==> src/rtl/demux_seq_pkg.sv <==
// -----------------------------------------------------------------------------
// demux_seq_pkg
// Shared types and constants for the 8-channel demux sequencer.
//   state_e   : sequencer FSM states (GAP is only reachable when the design is
//               built with DEMUX_SEQ_GAP_EN defined)
//   NUM_CH    : number of demux channels (8)
//   SEL_W     : demux select width (3)
//   HOLD_W    : hold counter width, wide enough for the largest legal
//               HOLD_CYCLES value (255 -> 8 bits)
//   hold_last : terminal count of the hold counter for a given HOLD_CYCLES
// -----------------------------------------------------------------------------
package demux_seq_pkg;

    localparam int NUM_CH   = 8;
    localparam int SEL_W    = 3;
    localparam int HOLD_MAX = 255;
    localparam int HOLD_W   = $clog2(HOLD_MAX + 1);

    typedef enum logic [1:0] {
        ST_IDLE  = 2'd0,
        ST_DRIVE = 2'd1,
        ST_GAP   = 2'd2,
        ST_DONE  = 2'd3
    } state_e;

    // The counter runs 0 .. HOLD_CYCLES-1 while a channel is driven.
    function automatic logic [HOLD_W-1:0] hold_last(input int hold);
        return HOLD_W'(hold - 1);
    endfunction

endpackage

==> src/rtl/demux_seq_next_ch.sv <==
// -----------------------------------------------------------------------------
// demux_seq_next_ch
// Combinational search for the lowest set mask bit strictly above a given
// channel index. Passing an all-ones index (i.e. -1) returns the first set
// channel of the mask.
// Ports:
//   mask_i     : channel mask, bit i set = channel i is visited
//   cur_idx_i  : current channel, one bit wider than the select so that
//                all-ones can stand for "before channel 0"
//   next_idx_o : lowest set channel above cur_idx_i (0 when none found)
//   found_o    : 1 when such a channel exists
// -----------------------------------------------------------------------------
module demux_seq_next_ch
    import demux_seq_pkg::*;
(
    input  logic [NUM_CH-1:0] mask_i,
    input  logic [SEL_W:0]    cur_idx_i,
    output logic [SEL_W-1:0]  next_idx_o,
    output logic              found_o
);

    // All-ones + 1 wraps to 0, so the first-channel search needs no special case;
    // 7 + 1 = 8 still fits in SEL_W+1 bits and masks out every channel.
    logic [SEL_W:0]    start_idx;
    logic [NUM_CH-1:0] above;

    assign start_idx = cur_idx_i + (SEL_W + 1)'(1);

    generate
        for (genvar gi = 0; gi < NUM_CH; gi++) begin : g_above
            assign above[gi] = mask_i[gi] && ((SEL_W + 1)'(gi) >= start_idx);
        end
    endgenerate

    // Scan from the top so the lowest qualifying channel is the one that sticks.
    always_comb begin
        next_idx_o = '0;
        found_o    = 1'b0;
        for (int i = NUM_CH - 1; i >= 0; i--) begin
            if (above[i]) begin
                next_idx_o = SEL_W'(i);
                found_o    = 1'b1;
            end
        end
    end

endmodule

==> src/rtl/demux_8ch_sequencer.sv <==
// -----------------------------------------------------------------------------
// demux_8ch_sequencer
// Upstream driver for a 1:8 demultiplexer. A data word and a channel mask are
// accepted over a valid/ready handshake; the enabled channels are then driven
// in ascending order, HOLD_CYCLES cycles each, and a one-cycle done pulse
// closes the word.
//
// Build option: define DEMUX_SEQ_GAP_EN to insert a one-cycle break-before-make
// gap (Enable_Out=0) between consecutive channels. Without it the GAP state is
// not built and channels are driven back-to-back.
//
// Parameters:
//   HOLD_CYCLES : cycles each enabled channel is driven (1..255)
//   NUM_CH      : channel count, must be 8
// Ports:
//   Clock_In        : clock, rising edge
//   Reset_In        : synchronous active-high reset
//   Word_Valid_In   : word/mask available
//   Word_Ready_Out  : sequencer can accept a word (IDLE or DONE)
//   Data_Word_In    : bit i is the value delivered to channel i
//   Channel_Mask_In : bit i set = channel i is visited
//   Abort_In        : cancel the word in progress (no done pulse)
//   Enable_Out      : demux enable
//   Data_Out        : demux serial data bit (0 whenever Enable_Out=0)
//   Select_Out      : demux select, holds its last driven value when idle
//   Busy_Out        : word in progress (DRIVE or GAP)
//   Done_Out        : one-cycle pulse when a word completes
// All outputs are registered.
// -----------------------------------------------------------------------------
module demux_8ch_sequencer
    import demux_seq_pkg::*;
#(
    parameter int HOLD_CYCLES = 4,
    parameter int NUM_CH      = 8
) (
    input  logic                   Clock_In,
    input  logic                   Reset_In,
    input  logic                   Word_Valid_In,
    output logic                   Word_Ready_Out,
    input  logic [NUM_CH-1:0]      Data_Word_In,
    input  logic [NUM_CH-1:0]      Channel_Mask_In,
    input  logic                   Abort_In,
    output logic                   Enable_Out,
    output logic                   Data_Out,
    output logic [SEL_W-1:0]       Select_Out,
    output logic                   Busy_Out,
    output logic                   Done_Out
);

    generate
        if (NUM_CH != 8) begin : g_bad_num_ch
            $error("demux_8ch_sequencer: NUM_CH must be 8");
        end
        if (HOLD_CYCLES < 1 || HOLD_CYCLES > HOLD_MAX) begin : g_bad_hold
            $error("demux_8ch_sequencer: HOLD_CYCLES must be 1..255");
        end
    endgenerate

    localparam logic [HOLD_W-1:0] HOLD_LAST = hold_last(HOLD_CYCLES);

    // ---------------------------------------------------------------- state
    state_e              state_q,  state_d;
    logic [NUM_CH-1:0]   word_q,   word_d;
    logic [NUM_CH-1:0]   mask_q,   mask_d;
    logic [SEL_W-1:0]    ch_q,     ch_d;
    logic [HOLD_W-1:0]   cnt_q,    cnt_d;

    // Output registers
    logic                enable_q, enable_d;
    logic                data_q,   data_d;
    logic [SEL_W-1:0]    sel_q,    sel_d;
    logic                busy_q,   busy_d;
    logic                done_q,   done_d;
    logic                ready_q,  ready_d;

    logic                accept;
    logic                hold_done;

    // ------------------------------------------------------ channel search
    logic [SEL_W-1:0]    first_idx, next_idx;
    logic                first_found, next_found;

    // First channel comes straight from the incoming mask so the first drive
    // cycle can follow the accept edge without a bubble.
    demux_seq_next_ch u_first_ch (
        .mask_i     (Channel_Mask_In),
        .cur_idx_i  ('1),
        .next_idx_o (first_idx),
        .found_o    (first_found)
    );

    demux_seq_next_ch u_next_ch (
        .mask_i     (mask_q),
        .cur_idx_i  ({1'b0, ch_q}),
        .next_idx_o (next_idx),
        .found_o    (next_found)
    );

    // ------------------------------------------------------ next-state logic
    always_comb begin
        state_d   = state_q;
        word_d    = word_q;
        mask_d    = mask_q;
        ch_d      = ch_q;
        cnt_d     = cnt_q;

        accept    = ready_q && Word_Valid_In;
        hold_done = (cnt_q == HOLD_LAST);

        case (state_q)
            ST_IDLE, ST_DONE: begin
                state_d = ST_IDLE;
                if (accept) begin
                    word_d = Data_Word_In;
                    mask_d = Channel_Mask_In;
                    cnt_d  = '0;
                    if (first_found) begin
                        state_d = ST_DRIVE;
                        ch_d    = first_idx;
                    end else begin
                        state_d = ST_DONE;
                    end
                end
            end

            ST_DRIVE: begin
                if (Abort_In) begin
                    state_d = ST_IDLE;
                end else if (hold_done) begin
                    if (next_found) begin
                        // ch_d advances now; in the gap build Select_Out still
                        // shows the old channel because it only follows ch
                        // while enabled.
                        ch_d  = next_idx;
                        cnt_d = '0;
`ifdef DEMUX_SEQ_GAP_EN
                        state_d = ST_GAP;
`else
                        state_d = ST_DRIVE;
`endif
                    end else begin
                        state_d = ST_DONE;
                    end
                end else begin
                    cnt_d = cnt_q + 1'b1;
                end
            end

`ifdef DEMUX_SEQ_GAP_EN
            ST_GAP: begin
                state_d = Abort_In ? ST_IDLE : ST_DRIVE;
            end
`endif

            default: begin
                state_d = ST_IDLE;
            end
        endcase

        // Outputs are decoded from the next state so they line up with it.
        enable_d = (state_d == ST_DRIVE);
        data_d   = enable_d & word_d[ch_d];
        sel_d    = enable_d ? ch_d : sel_q;
        busy_d   = (state_d == ST_DRIVE) || (state_d == ST_GAP);
        done_d   = (state_d == ST_DONE);
        ready_d  = (state_d == ST_IDLE) || (state_d == ST_DONE);
    end

    // ------------------------------------------------------------ registers
    always_ff @(posedge Clock_In) begin
        if (Reset_In) begin
            state_q  <= ST_IDLE;
            word_q   <= '0;
            mask_q   <= '0;
            ch_q     <= '0;
            cnt_q    <= '0;
            enable_q <= 1'b0;
            data_q   <= 1'b0;
            sel_q    <= '0;
            busy_q   <= 1'b0;
            done_q   <= 1'b0;
            ready_q  <= 1'b1;
        end else begin
            state_q  <= state_d;
            word_q   <= word_d;
            mask_q   <= mask_d;
            ch_q     <= ch_d;
            cnt_q    <= cnt_d;
            enable_q <= enable_d;
            data_q   <= data_d;
            sel_q    <= sel_d;
            busy_q   <= busy_d;
            done_q   <= done_d;
            ready_q  <= ready_d;
        end
    end

    assign Word_Ready_Out = ready_q;
    assign Enable_Out     = enable_q;
    assign Data_Out       = data_q;
    assign Select_Out     = sel_q;
    assign Busy_Out       = busy_q;
    assign Done_Out       = done_q;

endmodule

==> config.mk <==
export PLATFORM = sky130hd
export DESIGN_NAME = demux_8ch_sequencer
export DESIGN_NICKNAME = d
export VERILOG_FILES = /design/src/rtl/demux_seq_pkg.sv /design/src/rtl/demux_seq_next_ch.sv /design/src/rtl/demux_8ch_sequencer.sv
export SDC_FILE = /design/constraint.sdc
export NUM_CORES = 1
export LEC_CHECK = 0
export BUFFER_PORTS_ARGS = -buffer_cell sky130_fd_sc_hd__buf_4
export CAP_MARGIN = 20
export CORE_AREA = 3 3 52 90
export CTS_BUF_LIST = sky130_fd_sc_hd__clkbuf_8
export DETAILED_ROUTE_END_ITERATION = 12
export DIE_AREA = 0 0 55 93
export MAX_ROUTING_LAYER = met4
export PLACE_DENSITY = 0.83
export SYNTH_ARGS = -nofsm -noshare
export SYNTH_HDL_FRONTEND = slang
export SYNTH_SLANG_ARGS = --single-unit
==> constraint.sdc <==
create_clock -name Clock_In -period 3.4 [get_ports Clock_In]
set_clock_uncertainty 0.05 [all_clocks]
set_input_delay 0.51 -clock Clock_In [delete_from_list [all_inputs] [get_ports Clock_In]]
set_output_delay 0.51 -clock Clock_In [all_outputs]
set_load 0.05 [all_outputs]
==> results of run 1 <==
[how the worst min path moves through the flow]
stage                            to  slack (ns)  cells after the start
2_1_floorplan  word_q[4]$_SDFF_PP0_        0.38                      2
3_3_place_gp   word_q[5]$_SDFF_PP0_        0.39                      2
3_5_place_dp   word_q[5]$_SDFF_PP0_        0.40                      2
4_1_cts        word_q[5]$_SDFF_PP0_        0.41                      2
5_1_grt        word_q[7]$_SDFF_PP0_        0.43                      3
6_report       word_q[1]$_SDFF_PP0_        0.41                      2
[cell usage in the layout (no fill, tap or decap), types with 3 or more instances in the layout]
| cell | count |
|---|---|
| nand2_1 | 48 |
| dfxtp_1 | 37 |
| buf_4 | 33 |
| a21oi_1 | 29 |
| nor2_1 | 22 |
| ha_1 | 9 |
| inv_1 | 8 |
| nand3_1 | 7 |
| nand2b_1 | 7 |
| xor2_1 | 6 |
| clkbuf_8 | 6 |
| a211oi_1 | 5 |
| nand4_1 | 5 |
| o21ai_0 | 4 |
| nor4_1 | 3 |
| or3b_1 | 3 |
| and3_1 | 3 |
| nor2b_1 | 3 |
[state kept, by name, summed over array words and instances, names as in the netlist]
register and flops:
Busy_Out 1, Data_Out 1, Done_Out 1, Enable_Out 1, Select_Out 3, Word_Ready_Out 1
ch_q 3, cnt_q 8, mask_q 8, state_q 2, word_q 8
[through the flow]
stage	worst slack (ns)	area (sq um)	power, mW
2_1_floorplan	0.3828	2110	0.6220
3_3_place_gp	0.3017	2362	0.6858
3_5_place_dp	0.2042	2362	0.6909
4_1_cts	0.1884	2452	0.9986
5_1_grt	0.02869	2452	1.041
6_report	0.1843	2452	0.9930
[worst register-to-register path, cell delays in order (launching register included)]
cell and delay (ns):
dfxtp_1 0.50, ha_1 0.35, a221o_1 0.37, a21oi_1 0.27, o2111ai_4 0.18, nand2_4 0.12, o311a_1 0.42, mux2_4 0.33
or3_1 0.34, nand4_1 0.11, o31ai_1 0.08
[Yosys cell counts, types with 2 or more instances]
| master | instances |
|---|---|
| mux4_1 | 2 |
| o21a_1 | 2 |
| a21oi_1 | 29 |
| and3_1 | 3 |
| nor4_1 | 3 |
| nand2b_1 | 7 |
| a21boi_0 | 2 |
| a31oi_1 | 2 |
| nor2b_1 | 3 |
| a21o_1 | 2 |
| o211ai_2 | 2 |
| inv_1 | 8 |
| or3b_1 | 3 |
| a211oi_1 | 5 |
| nor3_1 | 2 |
| o21ai_0 | 4 |
| a211o_1 | 2 |
| nor2_1 | 22 |
| o22ai_1 | 2 |
| ha_1 | 9 |
| clkbuf_1 | 8 |
| nand2_1 | 48 |
| nand4_1 | 5 |
| dfxtp_1 | 37 |
| a2bb2oi_1 | 2 |
| buf_6 | 2 |
| xnor2_1 | 2 |
| nand3_1 | 7 |
| xor2_1 | 6 |
[report_power, final]
group | leakage [nW] | total, mW | switching (mW) | internal [mW]
Combinational | 0.640 | 0.208 | 0.122 | 0.0856
Sequential | 0.302 | 0.474 | 0.0182 | 0.456
Clock | 0.0433 | 0.311 | 0.151 | 0.160
Total | 0.986 | 0.993 | 0.291 | 0.702
[final cells by class]
cell class	count	area [sq um]
Inverter	8	30.03
Tap cell	49	61.31
Sequential cell	37	740.7
Clock buffer	6	82.58
Timing Repair Buffer	33	247.7
Fill cell	406	1659
Clock inverter	1	7.507
Multi-Input combinational cell	200	1282
[logic make-up after synthesis]
kind of cell,after synthesis
compound gates,68
buf+inv,19
flops,37
fa+ha+maj,9
mux,5
simple gates,110
xor+xnor,8
[metal layers]
metal	global-route usage	up-vias
met1	0.2364	906
li1	-	966
met4	0.09939	0
met3	0.03828	10
met5	-	-
met2	0.3923	31
==> results.py, run 1 <==
metrics = {
    "clocking": {
        "cts_tree": "built",
        "numCtsBuffers": 5,
        "postCtsHoldBufs": 0,
        "clock_sinks": 37,
        "cts_resized": 0,
        "clock_latency_ns": 0.29,
        "clock_path_buffers": 2,
        "clk_pin_slew_ns": 0.07,
        "cts-root-buf": "clkbuf_8",
        "post_cts_buffers": 0,
        "h-tree-depth": 2,
    },
    "routing": {
        "wirelength_met1_um": 1935,
        "drtAntennaViolNets": 0,
        "wl_per_cell_um": 15.10,
        "drt_iter0_drc": 33,
        "drc": 0,
        "topRoutingLayerUsed": "met4",
        "routed_wl_um": 5044,
        "dr.pass1.iters": 4,
        "routed_via_density": 5.728,
        "wl_met2_um": 2862,
        "dr_wl_met3_um": 115,
        "routed-via-count": 1913,
    },
    "timing": {
        "drv_slew": 0,
        "max_freq_mhz": 311.0,
        "period_share": 0.9458,
        "hold_viol_final": 0,
        "max_slew_margin": 0.7273,
        "period_needed_ns": 3.216,
        "whs_ns": 0.4111,
        "fin_setup_tns_ns": 0,
        "grt_setup_unrepaired": "no",
        "worstMarginPinSlew_ns": 0.4091,
        "setup_viol": 0,
    },
    "yosys": {
        "synthTopCellsByArea": "dfxtp_1 35%, nand2_1 8.5%, a21oi_1 6.9%, ha_1 5.3%, nor2_1 3.9%",
        "synthArstFlopShare": 0,
        "synth_flop_cell": "dfxtp_1",
        "syn_avg_cell_area_sq_um": 8.240,
        "synth_edf_count": 0,
        "synth-simple-area-share": 0.2467,
        "syn_nets": 285,
        "synth_mux_area_frac": 0.04211,
        "synth.distinct_cells": 54,
        "yosys_warnings": 0,
        "syn_area_sq_um": 2110,
        "synth_top_area_cell": "dfxtp_1",
        "synth.top_cell.area_share": 0.3511,
        "synth_top_family_by_area": "simple AND/OR/NAND/NOR gates",
        "synth_compound_area_frac": 0.2325,
        "syn_inst": 256,
        "synth_xor_area_frac": 0.03321,
        "ys_ff_latch": 37,
        "ys_seq_area_frac": 0.3511,
        "synthAdderAreaFrac": 0.05338,
    },
    "place": {
        "port_buffers": 27,
        "hpwl_um": 3906,
        "placed_cells": 327,
        "gp_congestion": 0.8451,
    },
    "worst_setup_path": {
        "path_max_fanout": 10,
        "r2r_start": "ch_q[1]$_SDFF_PP0_",
        "cp-endpoint": "Data_Out$_SDFF_PP0_",
        "crit_path_start": "ch_q[1]$_SDFF_PP0_",
        "crit_required_ns": 3.53,
        "ff2ff_path_depth": 10,
        "max_stage_delay_ns": 0.50,
        "critPathLaunchType": "flip-flop",
        "crit_arrival_ns": 3.34,
        "critPathCaptureType": "flip-flop",
        "critical_path.top_delay_family": "compound AO/OA/AOI/OAI gates",
        "path_buf_inv": 0,
        "cp.depth": 10,
        "slowest_stage": "dfxtp_1",
        "cp_cell_sequence": "ha_1, a221o_1, a21oi_1, o2111ai_4, nand2_4, o311a_1, mux2_4, or3_1, nand4_1, o31ai_1",
        "path_class": "flip-flop to flip-flop",
        "regToRegSetupSlack_ns": 0.18,
        "r2r_end": "Data_Out$_SDFF_PP0_",
    },
    "floorplanning": {
        "ioPinCount": 28,
        "die_area_sq_um": 5115,
        "fp.dieH_um": 93,
        "fp.dieW_um": 55,
        "core_sq_um": 4111,
        "initial_core_util": 0.5131,
        "rows": 31,
    },
    "finish": {
        "antenna_cells": 0,
        "drive_gt1_frac": 0.1860,
        "final_util": 0.5965,
        "final_cells": 334,
        "synthToLayoutAreaGrowth_pct": 16.25,
        "final_nets": 314,
    },
    "global_routing": {
        "grt_overflow": 0,
        "grt_pass1_vias": 1852,
        "grt_usage": 0.2255,
        "grt_antenna_before_repair": 0,
        "grt_pass1_wl_um": 8314,
        "grt_max_degree": 31,
    },
    "run": {
        "maxCapViolCount": 0,
    },
    "hold_path": {
        "hold_path.class": "flip-flop to flip-flop",
        "hold_path.startpoint": "word_q[1]$_SDFF_PP0_",
    },
    "power_and_ir_drop": {
        "ir_drop_uv": 428.9,
        "power.leakage_nw": 0.9857,
        "p_per_area_nw_per_um2": 404.9,
    },
    "run_status": {
        "status": "finished clean",
    },
}
(Power assumes the default switching activity.)
==> inputs of run 2 (changes only) <==
CORE_AREA = 3 3 54 92   (was 3 3 52 90)
CTS_CLUSTER_DIAMETER = 30   (was default)
DIE_AREA = 0 0 57 95   (was 0 0 55 93)
PLACE_DENSITY = 0.73   (was 0.83)
==> results.py, run 2 (same netlist as run 1, synthesis figures left out) <==
metrics = {
    "place": {
        "gp_congestion": 0.8443,
        "pre_cts_slack_ns": 0.2341,
        "hpwl_um": 3756,
        "port_buffers": 27,
    },
    "finish": {
        "num-fill-cells": 412,
        "seq_area_sq_um": 740.7,
        "drive_gt1_frac": 0.1958,
        "antenna_cells": 0,
        "synthToLayoutAreaGrowth_pct": 18.51,
        "final_cell_mix": "48 x nand2_1, 37 x dfxtp_1, 33 x buf_4, 29 x a21oi_1, 22 x nor2_1",
        "final_common_cell": "nand2_1",
        "multiInputGateArea_sq_um": 1286,
        "final_nets": 314,
        "layout_top_registers": "cnt_q: 8 flops, mask_q: 8 flops, word_q: 8 flops",
    },
    "timing": {
        "hold_viol_final": 0,
        "max_slew_margin": 0.6421,
        "fin_setup_tns_ns": 0,
        "period_needed_ns": 3.063,
        "worstMarginPinSlew_ns": 0.5369,
        "grt_setup_unrepaired": "no",
        "max_freq_mhz": 326.4,
        "drv_slew": 0,
        "finalWorstSetupSlack_ns": 0.3367,
        "period_share": 0.9010,
        "setup_viol": 0,
    },
    "global_routing": {
        "grt_antenna_before_repair": 0,
        "grt_usage": 0.2005,
        "grt_max_degree": 31,
        "grt_overflow": 0,
        "grt_pass1_wl_um": 8349,
        "grt_pass1_vias": 1823,
    },
    "routing": {
        "dr.pass1.iters": 4,
        "drc": 0,
        "routed_wl_um": 4908,
        "drt_iter0_drc": 42,
        "drtAntennaViolNets": 0,
        "routed-via-count": 1898,
        "routed_via_density": 5.666,
        "wl_per_cell_um": 14.65,
    },
    "worst_setup_path": {
        "critPathCaptureType": "flip-flop",
        "crit_required_ns": 3.53,
        "path_class": "flip-flop to flip-flop",
        "crit_arrival_ns": 3.19,
        "path_max_fanout": 10,
        "critPathLaunchType": "flip-flop",
        "ff2ff_path_depth": 10,
        "r2r_start": "ch_q[1]$_SDFF_PP0_",
        "r2r_end": "Data_Out$_SDFF_PP0_",
        "regToRegSetupSlack_ns": 0.34,
    },
    "floorplanning": {
        "ioPinCount": 28,
        "fp.dieW_um": 57,
        "die_area_sq_um": 5415,
        "rows": 31,
        "fp.dieH_um": 95,
        "core_sq_um": 4267,
        "initial_core_util": 0.4944,
    },
    "hold_path": {
        "worst_hold_path.endpoint": "word_q[1]$_SDFF_PP0_",
        "hold_path.startpoint": "word_q[1]$_SDFF_PP0_",
        "hold_path_depth": 2,
        "hold_path.class": "flip-flop to flip-flop",
    },
    "clocking": {
        "clk_pin_slew_ns": 0.07,
        "cts_tree": "built",
        "clock_path_buffers": 2,
        "h-tree-depth": 2,
        "post_cts_buffers": 0,
        "clock_sinks": 37,
        "cts-root-buf": "clkbuf_8",
        "clock_latency_ns": 0.29,
        "numCtsBuffers": 5,
    },
    "power_and_ir_drop": {
        "ir_drop_uv": 290.4,
        "p_per_area_nw_per_um2": 449.9,
        "power.leakage_nw": 1.008,
    },
    "run": {
        "maxCapViolCount": 0,
    },
    "run_status": {
        "status": "finished clean",
    },
}
==> run 2: area by class of cell <==
cell class / count / area share
multi-input combinational: 200 / 0.5145
sequential: 37 / 0.2963
timing repair buffer: 33 / 0.09910
clock buffer: 5 / 0.02753
clock inverter: 3 / 0.02603
tap: 49 / 0.02452
inverter: 8 / 0.01201
==> run 2: report_power, final <==
part           leakage [nW]  internal [mW]  switching [mW]  total (mW)
registers             0.302          0.456          0.0182       0.474
logic                 0.638         0.0855           0.119       0.205
clock network        0.0681          0.291           0.155       0.446
total                  1.01          0.833           0.292        1.12
==> run 2: per-stage QoR <==
step | hold slack [ns] | std cells | power (mW) | cell area (sq um) | util
2_1_floorplan | 0.3817 | 256 | 0.6220 | 2110 | -
3_3_place_gp | 0.3952 | 327 | 0.6872 | 2362 | 0.5537
3_5_place_dp | 0.3992 | 327 | 0.6888 | 2362 | 0.5537
4_1_cts | 0.4103 | 335 | 1.136 | 2496 | 0.5850
5_1_grt | 0.4278 | 335 | 1.179 | 2500 | 0.5859
6_report | 0.4069 | 335 | 1.125 | 2500 | 0.5859
==> run 2: routing by layer <==
metal / wire (um) / track usage / vias up
li1: - / - / 970
met1: 1943 / 0.2115 / 884
met2: 2711 / 0.3635 / 32
met3: 110 / 0.02599 / 12
met4: 142 / 0.09091 / 0
met5: 0 / - / -
==> run 2: worst max-delay path, cell delays in order, from the launching register on <==
cell       delay, ns
dfxtp_1         0.52
ha_1            0.35
a221o_1         0.35
a21oi_1         0.26
o2111ai_4       0.18
a21o_2          0.23
o311a_2         0.20
mux2_4          0.32
or3_1           0.34
nand4_1         0.10
o31ai_1         0.07
==> run 2: timing repair <==
| item | CTS | global route |
|---|---|---|
| setup endpoints to repair | 0 | 1 |
| gates resized for setup | 0 | 2 |
| hold buffers | 0 | 0 |
==> run 2: worst max path at each step <==
| stage | from | endpoint | slack [ns] | cells after the start |
|---|---|---|---|---|
| after CTS | ch_q[1]$_SDFF_PP0_ | Data_Out$_SDFF_PP0_ | 0.22 | 10 |
| final | ch_q[1]$_SDFF_PP0_ | Data_Out$_SDFF_PP0_ | 0.34 | 10 |
| after global placement | ch_q[1]$_SDFF_PP0_ | Data_Out$_SDFF_PP0_ | 0.31 | 10 |
| after detailed placement | ch_q[1]$_SDFF_PP0_ | Data_Out$_SDFF_PP0_ | 0.23 | 10 |
| after floorplan | ch_q[0]$_SDFF_PP0_ | Data_Out$_SDFF_PP0_ | 0.38 | 12 |
| after global routing | ch_q[1]$_SDFF_PP0_ | Data_Out$_SDFF_PP0_ | 0.05 | 12 |
==> inputs of run 3 (changes only) <==
--- a/config.mk
+++ b/config.mk
@@ -6,5 +6,5 @@
 export NUM_CORES = 1
 export LEC_CHECK = 0
-export BUFFER_PORTS_ARGS = -buffer_cell sky130_fd_sc_hd__buf_4
+export BUFFER_PORTS_ARGS = -buffer_cell sky130_fd_sc_hd__buf_2
 export CAP_MARGIN = 20
 export CORE_AREA = 3 3 54 92
==> constraint.sdc (replaced) <==
create_clock -name Clock_In -period 3.4 [get_ports Clock_In]
set_clock_uncertainty 0.05 [all_clocks]
set_input_delay 0.68 -clock Clock_In [delete_from_list [all_inputs] [get_ports Clock_In]]
set_output_delay 0.68 -clock Clock_In [all_outputs]
set_load 0.05 [all_outputs]
==> results.py, run 3 (same netlist as run 1, synthesis figures left out) <==
metrics = {
    "power_and_ir_drop": {
        "finalPower_mw": 1.117,
        "ir_drop_uv": 357.5,
        "p_per_area_nw_per_um2": 459.9,
        "power.leakage_nw": 0.9918,
    },
    "timing": {
        "max_freq_mhz": 312.4,
        "setup_viol": 0,
        "period_share": 0.9414,
        "max_slew_margin": 0.6322,
        "drv_slew": 0,
        "worstMarginPinSlew_ns": 0.5517,
        "whs_ns": 0.4053,
        "fin_setup_tns_ns": 0,
        "hold_viol_final": 0,
        "grt_setup_unrepaired": "no",
        "period_needed_ns": 3.201,
    },
    "floorplanning": {
        "fp.dieH_um": 95,
        "rows": 31,
        "ioPinCount": 28,
        "core_sq_um": 4267,
        "initial_core_util": 0.4944,
        "die_area_sq_um": 5415,
        "fp.dieW_um": 57,
    },
    "worst_setup_path": {
        "path_class": "flip-flop to flip-flop",
        "critical_path.top_delay_family": "compound AO/OA/AOI/OAI gates",
        "slowest_stage": "dfxtp_1",
        "path_buf_inv": 0,
        "critPathCaptureType": "flip-flop",
        "max_stage_delay_ns": 0.50,
        "crit_required_ns": 3.53,
        "cp_cell_sequence": "ha_1, a221o_1, a21oi_1, o2111ai_4, nand2_4, o311a_1, mux2_4, or3_1, nand4_1, o31ai_1",
        "crit_arrival_ns": 3.33,
        "critPathLaunchType": "flip-flop",
        "path_max_fanout": 10,
    },
    "global_routing": {
        "grt_pass1_vias": 1808,
        "grt_max_degree": 31,
        "grt_overflow": 0,
        "grt_antenna_before_repair": 0,
        "grt_pass1_wl_um": 8252,
        "grt_usage": 0.1982,
    },
    "routing": {
        "dr.pass1.iters": 4,
        "wirelength_met1_um": 1859,
        "routed-via-count": 1914,
        "wl_met2_um": 2789,
        "drt_iter0_drc": 76,
        "routed_wl_um": 4942,
        "dr_wl_met3_um": 142,
        "drtAntennaViolNets": 0,
        "drc": 0,
        "topRoutingLayerUsed": "met4",
        "wl_per_cell_um": 14.75,
        "routed_via_density": 5.713,
    },
    "finish": {
        "layout_top_registers": "cnt_q: 8 flops, mask_q: 8 flops, word_q: 8 flops",
        "drive_gt1_frac": 0.1888,
        "antenna_cells": 0,
        "final_cells": 335,
        "synthToLayoutAreaGrowth_pct": 15.12,
        "final_design_area_no_fill_sq_um": 2429,
        "final_nets": 314,
        "final_common_cell": "nand2_1",
        "num-fill-cells": 396,
        "final_cell_mix": "48 x nand2_1, 37 x dfxtp_1, 29 x a21oi_1, 27 x buf_2, 22 x nor2_1",
    },
    "clocking": {
        "clock_latency_ns": 0.29,
        "clock_sinks": 37,
        "clk_pin_slew_ns": 0.07,
        "h-tree-depth": 2,
        "postCtsHoldBufs": 0,
        "clock_path_buffers": 2,
        "numCtsBuffers": 5,
        "cts-root-buf": "clkbuf_8",
        "cts_tree": "built",
        "cts_resized": 0,
        "post_cts_buffers": 0,
    },
    "place": {
        "port_buffers": 27,
        "postPlaceCellArea_sq_um": 2295,
        "placed_cells": 327,
        "gp_congestion": 0.8872,
        "hpwl_um": 3702,
    },
    "run": {
        "maxCapViolCount": 0,
    },
    "hold_path": {
        "hold_path.class": "flip-flop to flip-flop",
    },
    "run_status": {
        "status": "finished clean",
    },
}
[run 3: cell counts in the layout (fill, tap and decap cells not counted)]
Identical to the previous run, type by type.
[run 3: where the power goes]
group	leakage [nW]	internal, mW	switching, mW
Combinational	0.621	0.0756	0.120
Clock	0.0681	0.291	0.156
Sequential	0.302	0.456	0.0179
Total	0.992	0.823	0.294
[run 3: path summary, 6_finish.rpt]
check,startpoint,end,slack [ns],cells after the start
hold reg to reg,word_q[6]$_SDFF_PP0_,word_q[6]$_SDFF_PP0_,0.41,2
hold / removal,word_q[6]$_SDFF_PP0_,word_q[6]$_SDFF_PP0_,0.41,2
setup reg to reg,ch_q[1]$_SDFF_PP0_,Data_Out$_SDFF_PP0_,0.20,10
setup / recovery,ch_q[1]$_SDFF_PP0_,Data_Out$_SDFF_PP0_,0.20,10
[run 3: worst reg2reg max path, cell delays in order (launching register included)]
cell	delay, ns
dfxtp_1	0.50
ha_1	0.35
a221o_1	0.37
a21oi_1	0.30
o2111ai_4	0.18
nand2_4	0.11
o311a_1	0.40
mux2_4	0.33
or3_1	0.34
nand4_1	0.09
o31ai_1	0.08
[run 3: metal layers]
metal	track usage	vias to the layer above
met1	0.2042	898
met2	0.3693	40
met4	0.07930	0
met3	0.02736	11
met5	-	-
li1	-	965
[run 3: through the flow]
| step | setup WS, ns | utilization |
|---|---|---|
| 5_1_grt | 0.005380 | 0.5692 |
| 3_3_place_gp | 0.3341 | 0.5378 |
| 4_1_cts | 0.2098 | 0.5692 |
| 3_5_place_dp | 0.2030 | 0.5378 |
| 2_1_floorplan | 0.3828 | - |
| 6_report | 0.1992 | 0.5692 |
[run 3: cell type report]
class / instances / area (sq um) / share of cell area
Clock buffer: 5 / 68.82 / 0.02834
Clock inverter: 3 / 65.06 / 0.02679
Inverter: 8 / 30.03 / 0.01236
Multi-Input combinational cell: 200 / 1282 / 0.5281
Sequential cell: 37 / 740.7 / 0.3050
Tap cell: 49 / 61.31 / 0.02524
Timing Repair Buffer: 33 / 180.2 / 0.07419
